**config.mk**
```make
export PLATFORM = sky130hd
export DESIGN_NAME = tx_align_framer
export DESIGN_NICKNAME = d
export VERILOG_FILES = /design/src/rtl/tx_link_pkg.sv /design/src/rtl/byte_skew.sv /design/src/rtl/tx_align_framer.sv
export SDC_FILE = /design/constraint.sdc
export NUM_CORES = 1
export LEC_CHECK = 0
export BUFFER_PORTS_ARGS = -buffer_cell sky130_fd_sc_hd__clkbuf_2
export CORE_ASPECT_RATIO = 0.8
export CORE_MARGIN = 4
export CORE_UTILIZATION = 53
export DETAILED_ROUTE_END_ITERATION = 10
export HOLD_SLACK_MARGIN = 0.15
export MAX_ROUTING_LAYER = met4
export PLACE_DENSITY = 0.86
export SLEW_MARGIN = 40
export SYNTH_ARGS = -nofsm -noshare
export SYNTH_HDL_FRONTEND = slang
export SYNTH_SLANG_ARGS = --single-unit
```
**constraint.sdc**
```tcl
create_clock -name clk -period 2.8 [get_ports clk]
set_input_delay 0.42 -clock clk [delete_from_list [all_inputs] [get_ports clk]]
set_output_delay 0.42 -clock clk [all_outputs]
set_load 0.01 [all_outputs]
```
**src/rtl/tx_link_pkg.sv**
```systemverilog
// tx_link_pkg: shared constants, FSM state type and byte-window helper for the transmit framer.
package tx_link_pkg;

    localparam int LINK_WIDTH = 64;
    localparam int LANES      = LINK_WIDTH / 8;

    localparam logic [LINK_WIDTH-1:0] DEF_TRAIN_PATTERN = 64'hBC50_BC50_BC50_BC50;
    localparam logic [LINK_WIDTH-1:0] DEF_IDLE_WORD     = 64'h0707_0707_0707_0707;

    typedef enum logic {TRAIN, DATA} state_t;

    // Selects {sw, prev}[127-8k -: 64]: the stream delayed by k bytes.
    function automatic logic [LINK_WIDTH-1:0] byte_window(
        input logic [LINK_WIDTH-1:0] sw,
        input logic [LINK_WIDTH-1:0] prev,
        input logic [2:0]            k
    );
        logic [2*LINK_WIDTH-1:0] c;
        logic [6:0]              sh;
        c  = {sw, prev};
        sh = 7'((LANES - int'(k)) * 8);
        return LINK_WIDTH'(c >> sh);
    endfunction

endpackage

```
**src/rtl/byte_skew.sv**
```systemverilog
// byte_skew: two-word stream buffer with registered byte-window output and training flag.
module byte_skew
    import tx_link_pkg::*;
(
    input  logic                  clk,
    input  logic                  rst,
    input  logic [LINK_WIDTH-1:0] w,
    input  logic [2:0]            k,
    input  logic                  tf,
    output logic [LINK_WIDTH-1:0] dout,
    output logic                  training
);

    logic [LINK_WIDTH-1:0] r_sw;
    logic [LINK_WIDTH-1:0] r_prev;
    logic                  r_tf;
    logic                  r_tp;

    always_ff @(posedge clk) begin
        if (rst) begin
            r_sw     <= '0;
            r_prev   <= '0;
            r_tf     <= 1'b0;
            r_tp     <= 1'b0;
            dout     <= '0;
            training <= 1'b0;
        end else begin
            r_sw     <= w;
            r_prev   <= r_sw;
            r_tf     <= tf;
            r_tp     <= r_tf;
            dout     <= byte_window(r_sw, r_prev, k);
            // With a skew, an output word can carry bytes of the older word too.
            training <= (k == 3'd0) ? r_tf : (r_tf | r_tp);
        end
    end

endmodule

```
**src/rtl/tx_align_framer.sv**
```systemverilog
// tx_align_framer: training-sequence generator and payload/idle framer with optional byte pre-skew.
module tx_align_framer
    import tx_link_pkg::*;
#(
    parameter int               WIDTH         = LINK_WIDTH,
    parameter int               TRAIN_WORDS   = 16,
    parameter logic [WIDTH-1:0] TRAIN_PATTERN = DEF_TRAIN_PATTERN,
    parameter logic [WIDTH-1:0] IDLE_WORD     = DEF_IDLE_WORD
) (
    input  logic             clk,
    input  logic             rst,
    input  logic             bypass,
    input  logic [2:0]       offset,
    input  logic             train_req,
    input  logic [WIDTH-1:0] s_data,
    input  logic             s_valid,
    output logic             s_ready,
    output logic [WIDTH-1:0] dout,
    output logic             training
);

    state_t           r_state;
    state_t           w_state_nxt;
    logic [7:0]       r_cnt;
    logic [7:0]       w_cnt_nxt;
    logic [WIDTH-1:0] w_word;
    logic [2:0]       w_k;

    always_ff @(posedge clk) begin
        if (rst) begin
            r_state <= bypass ? DATA : TRAIN;
            r_cnt   <= '0;
        end else begin
            r_state <= w_state_nxt;
            r_cnt   <= w_cnt_nxt;
        end
    end

    always_comb begin
        w_state_nxt = r_state;
        w_cnt_nxt   = '0;
        if (bypass) begin
            w_state_nxt = DATA;
        end else if (r_state == TRAIN) begin
            if (!train_req && r_cnt == 8'(TRAIN_WORDS - 1))
                w_state_nxt = DATA;
            else if (!train_req)
                w_cnt_nxt = r_cnt + 8'd1;
        end else if (train_req) begin
            w_state_nxt = TRAIN;
        end
    end

    assign s_ready = (r_state == DATA);
    assign w_word  = (r_state == TRAIN) ? TRAIN_PATTERN : (s_valid ? s_data : IDLE_WORD);
    assign w_k     = bypass ? 3'd0 : offset;

    byte_skew u_skew (
        .clk      (clk),
        .rst      (rst),
        .w        (w_word),
        .k        (w_k),
        .tf       (r_state == TRAIN),
        .dout     (dout),
        .training (training)
    );

endmodule

```
Word-level counts from Yosys, hierarchy flattened
Index checks and enable logic that the tools add are counted.
{"block": "classes", "add_sub_neg": 2, "n_mul": 0, "div_mod_pow": 0, "magnitude_cmp": 0, "eq_ne": 1, "shift": 1, "muxes": 10, "bitwise_logic": 3, "reduce_logical": 6}
{"op": "64-bit 2-to-1 mux", "n": 2}
{"op": "128-bit by 7-bit >> shifter with 64-bit output", "n": 1}
{"op": "8-bit by 1-bit adder with 8-bit output (second input constant)", "n": 1}
{"op": "8-bit by 4-bit equality test with 1-bit output (second input constant)", "n": 1}
{"op": "1-bit 2-to-1 mux", "n": 7}
{"op": "5-bit OR reduction", "n": 1}
{"op": "4-bit by 3-bit subtractor with 4-bit output (first input constant)", "n": 1}
{"op": "3-bit zero test", "n": 1}
{"op": "3-bit 2-to-1 mux", "n": 1}
{"op": "3-bit OR reduction", "n": 1}
{"op": "1-bit inverter", "n": 2}
{"op": "2-bit OR reduction", "n": 1}
{"op": "1-bit logical AND", "n": 1}
{"op": "1-bit zero test", "n": 1}
{"op": "1-bit bitwise OR", "n": 1}
{"block": "word_totals", "reg_bits": 204, "latch_bits": 0, "mem_bits_rw": 0, "mem_bits_ro": 0, "in_bits": 72, "output_inout_bits": 66, "elab_cells": 33, "n_memories": 0}

Longest topological paths before layout
{"block": "logic_depth", "depth_word": 6, "ltp_mapped": 14, "mapped_depth_nobuf": 8}

Hierarchy
From an unflattened synthesis, not the netlist that was laid out.
{"block": "unflattened", "cells_unflattened": 1005, "hier_area_um2": 9603.0}
{"mod": "byte_skew", "n_inst": 1, "cells_each": 840, "area_each_um2": 8675.8, "seq_area_each_um2": 3903.7}
{"mod": "tx_align_framer", "n_inst": 1, "cells_each": 165, "area_each_um2": 927.1, "seq_area_each_um2": 180.2}

Least setup slack after synthesis
No wires, ideal clock.
{"block": "synth_timing", "kind": "in2reg", "start": "input port offset[0]", "end": "register u_skew.dout[16]", "setup_ns": 0.092, "arrival_time_ns": 2.849, "t_required_ns": 2.708, "setup_slack_ns": -0.141, "stages": 14, "path_buffers": 6, "path_cell_list": "nor2b_4 > buf_12 > inv_1 > buf_6 > buf_2 > ha_1 > ha_1 > buf_6 > nor2b_1 > clkbuf_1 > dlymetal6s4s_1 > o21ai_1 > a2bb2oi_1 > o32ai_1"}
{"block": "synth_via", "elab_chain_cells": 3}
{"element": "start: declaration", "line": "tx_align_framer.sv:13", "source": "input logic [2:0] offset,"}
{"element": "3-bit 2-to-1 mux", "line": "tx_align_framer.sv:56", "source": "assign w_k = bypass ? 3'd0 : offset;"}
{"element": "4-bit by 3-bit subtractor with 4-bit output", "line": "tx_link_pkg.sv:21", "source": "sh = 7'((LANES - int'(k)) * 8);"}
{"element": "128-bit by 7-bit >> shifter with 64-bit output", "line": "tx_link_pkg.sv:22", "source": "return LINK_WIDTH'(c >> sh);"}
{"element": "end signal: assignment", "line": "byte_skew.sv:32", "source": "dout <= byte_window(r_sw, r_prev, k);"}
{"element": "end: declaration", "line": "byte_skew.sv:10", "source": "output logic [LINK_WIDTH-1:0] dout,"}
No other way between the ends.
A chain may end at the register's enable or synchronous reset.

Worst setup path after layout
{"block": "layout_timing", "start": "input port bypass", "end": "register u_skew.dout[21]"}
{"block": "layout_via", "elab_chain_cells": 3}
{"element": "start: declaration", "line": "tx_align_framer.sv:12", "source": "input logic bypass,"}
{"element": "3-bit 2-to-1 mux", "line": "tx_align_framer.sv:56"}
{"element": "4-bit by 3-bit subtractor with 4-bit output", "line": "tx_link_pkg.sv:21"}
{"element": "128-bit by 7-bit >> shifter with 64-bit output", "line": "tx_link_pkg.sv:22"}
No other way between the ends.

==> results.tsv <==
stage	metric	value	unit
outcome	status	finished, final reports clean	
floorplanning	die area	22300	um2
drt	drt pass-1 iters	6	
drt	via/cell ratio	6.60	
cts	Longest Clk Path Bufs	3	
logic_synthesis	Synth Net Count	1086	
drt	drt first-iter violations	1346	
timing	RSZ-0062 raised after global routing	no	
min_path	Tightest Hold Check Type	input pin to flip-flop	
drt	Post-route DRC	0	
floorplanning	Placeable Area	19300	um2
timing	setup violators final	0	
floorplanning	Die Span Y	134	um
drt	post-route ant nets	0	
cts	post-CTS setup buffer count	0	
finish	final net count	1257	
cts	clock tree sinks	204	
finish	non-filler cells, final	1453	
finish	finished layout cell area	12600	um2
floorplanning	FP Rows	45	
timing	Tcrit/Tclk final	79.7	%
logic_synthesis	number of distinct library cells after synthesis	53	
placement	Port Buffers	137	
logic_synthesis	synthesized area	10600	um2
timing	relative slew slack	50.6	%
finish	share of layout cells above drive strength 1	24.9	%
cts	CTS root buf	clkbuf_16	
critical_path	worst setup path class	input pin to flip-flop	
floorplanning	I/O pin total	138	
logic_synthesis	sequential cell area fraction in the yosys report	38.6	%
logic_synthesis	main flop type after synthesis	dfxtp_1	
pwr	PnR Total Power	7620	uW
floorplanning	Die W	166	um
timing	fmax	0.448	GHz
critical_path	crit end category	flip-flop	
finish	P&R area growth vs syn	19.4	%
logic_synthesis	Post-synth EDFFs	0	
placement	area post-placement	11500	um2
cts	CTS Buf Count	21	
critical_path	startpoint types	input pin	
placement	DP Cell Count	1370	
cts	CTS tree	done	
logic_synthesis	flops & latches, synth	204	
global_route	vias in the first global route	9386	
global_route	total global-route track usage	29.0	%
timing	Final Max Tran Viols	0	
placement	RD Place Congestion	0.978	
pwr	Peak VDD IR	0.000435	V
timing	Hold Fails Final Rpt	0	
cts	H-Tree Depth	1	
critical_path	WP data arrival	2580	ps
floorplanning	initial cell density of the core	54.8	%
logic_synthesis	Post-Synthesis Cells	1011	
placement	hpwl dp	21300	um
global_route	initial antenna violation count	0	
cts	Clock Latency Late Sink	500	ps
pwr	Pwr per Cell Area	603	nW/um2
timing	slew at the pin closest to its max-slew limit	736	ps
drt	drt wl/cell	22.4	um
timing	Min Clock Period, post-route	2230	ps
critical_path	worst endpoint required time	3150	ps
pwr	leakage	0.00518	uW
cts	post-cts resize count	0	
cts	Worst-path clk slew	60	ps
timing	clock skew	13.0	ps
global_route	first-pass GRT wire length	51200	um
logic_synthesis	Warnings, synthesis	0	
logic_synthesis	post-synthesis async set-or-reset flop share	0	%
global_route	GRT overflow	0	
drt	routed via count	9596	
critical_path	crit path max fanout	16	
timing	setup TNS	0	ps
drt	wirelength, routed	32600	um
logic_synthesis	Mapped Avg Cell Area	10.5	um2
global_route	largest net degree at the start of global routing	64	
run	max_cap viols	0	
per-layer routing:
layer | global-route usage, % | wire length [um] | up-vias
li1 | - | - | 4156
met1 | 38.7 | 12500 | 4497
met2 | 43.0 | 14300 | 802
met3 | 7.34 | 4400 | 141
met4 | 10.9 | 1300 | 0
met5 | - | 0 | -
registers in the layout, summed over array words and instances (netlist names):
register and cells:
u_skew.r_prev 64, r_cnt 8, u_skew.r_sw 64, u_skew.r_tf 1, u_skew.dout 64, u_skew.r_tp 1, u_skew.training 1, s_ready 1
worst max-delay path, stage by stage:
cell	delay, ps
clkbuf_2	120
nor2b_4	160
clkinv_1	130
ha_4	170
ha_1	330
buf_12	160
nor2_2	60
buf_4	210
buf_4	180
a32o_1	220
o32ai_1	400
area by class of cell:
| cell class | instances | area [um2] |
|---|---|---|
| Antenna cell | 1 | 2.50 |
| Clock buffer | 27 | 578 |
| Clock inverter | 8 | 93.8 |
| Fill cell | 1448 | 6660 |
| Inverter | 25 | 93.8 |
| Multi-Input combinational cell | 687 | 5800 |
| Sequential cell | 204 | 4080 |
| Tap cell | 258 | 323 |
| Timing Repair Buffer | 243 | 1680 |
cell usage in the layout, fill, tap and decap left out, types with 7 or more instances in the layout:
master,count
a21oi_1,47
nand2_1,106
a31oi_1,16
mux2i_1,76
a22o_1,19
a32o_1,27
and3_1,18
a2bb2oi_1,8
dfxtp_1,204
dlygate4sd3_1,47
o32ai_1,16
clkbuf_16,21
a22oi_1,18
nand3_1,11
clkbuf_2,136
nor3b_1,8
nor2_1,33
a221o_1,17
nand2b_1,14
mux4_2,52
o22ai_1,16
o31ai_1,8
a21o_1,24
nor2b_1,68
a211oi_1,7
mux4_1,14
buf_4,54
inv_1,24
o21ai_0,8
a221oi_1,13
timing repair:
action,CTS,global route
setup endpoints to repair,0,0
hold buffers,46,1
endpoints found under the hold margin,46,1
worst paths after layout:
kind / from / cells after the start / end / slack, ps
max: bypass / 11 / u_skew.dout[21] / 570
min: s_data[16] / 3 / u_skew.r_sw[16] / 160
max reg2reg: s_ready / 2 / u_skew.r_sw[25] / 1300
min reg2reg: r_cnt[0] / 1 / r_cnt[0] / 470
where the power goes:
group | internal (uW) | total [uW] | switching, uW | leakage (uW)
clock | 1640 | 2780 | 1150 | 0.000336
combinational | 728 | 1550 | 817 | 0.00316
sequential | 3100 | 3300 | 201 | 0.00168
total | 5460 | 7620 | 2160 | 0.00518
Yosys cell counts, types with 8 or more instances:
library cell  count  area share (%)
a221oi_1         13             1.1
mux2i_1          76             7.2
a31oi_1          16            0.95
mux4_1           14             3.5
o32ai_1          16             1.3
and3_1           18             1.1
a22o_1           19             1.6
nor2_1           36             1.3
buf_6             9            0.96
nand2_1         106             3.8
nand3_1          11            0.52
a21o_1           24             1.7
a21oi_1          48             2.3
nor2b_1          69             4.1
a2bb2oi_1         8            0.66
buf_2            10            0.47
o21ai_0           8            0.38
nor3b_1           8            0.57
a221o_1          17             1.6
a22oi_1          18             1.3
inv_1            25            0.89
mux4_2           52              11
dfxtp_1         204              39
nand2b_1         14            0.83
o22ai_1          16            0.95
o31ai_1           8            0.57
clkbuf_1         55             1.9
a32o_1           27             2.6
per-stage QoR:
step | util [%] | setup WS [ps] | hold WS [ps]
floorplan | - | 2.65 | 426
global placement | 59.6 | 174 | 444
detailed placement | 59.6 | 142 | 453
CTS | 65.4 | 649 | 152
global route | 65.5 | 520 | 158
finish | 65.5 | 570 | 158
kinds of logic after synthesis:
group,share of synthesized area [%]
buf+inv,7.07
mux,22.0
compound gates,18.1
xor+xnor,0.496
fa+ha+maj,0.355
simple gates,13.4
flops,38.6
(Power assumes the default switching activity.)
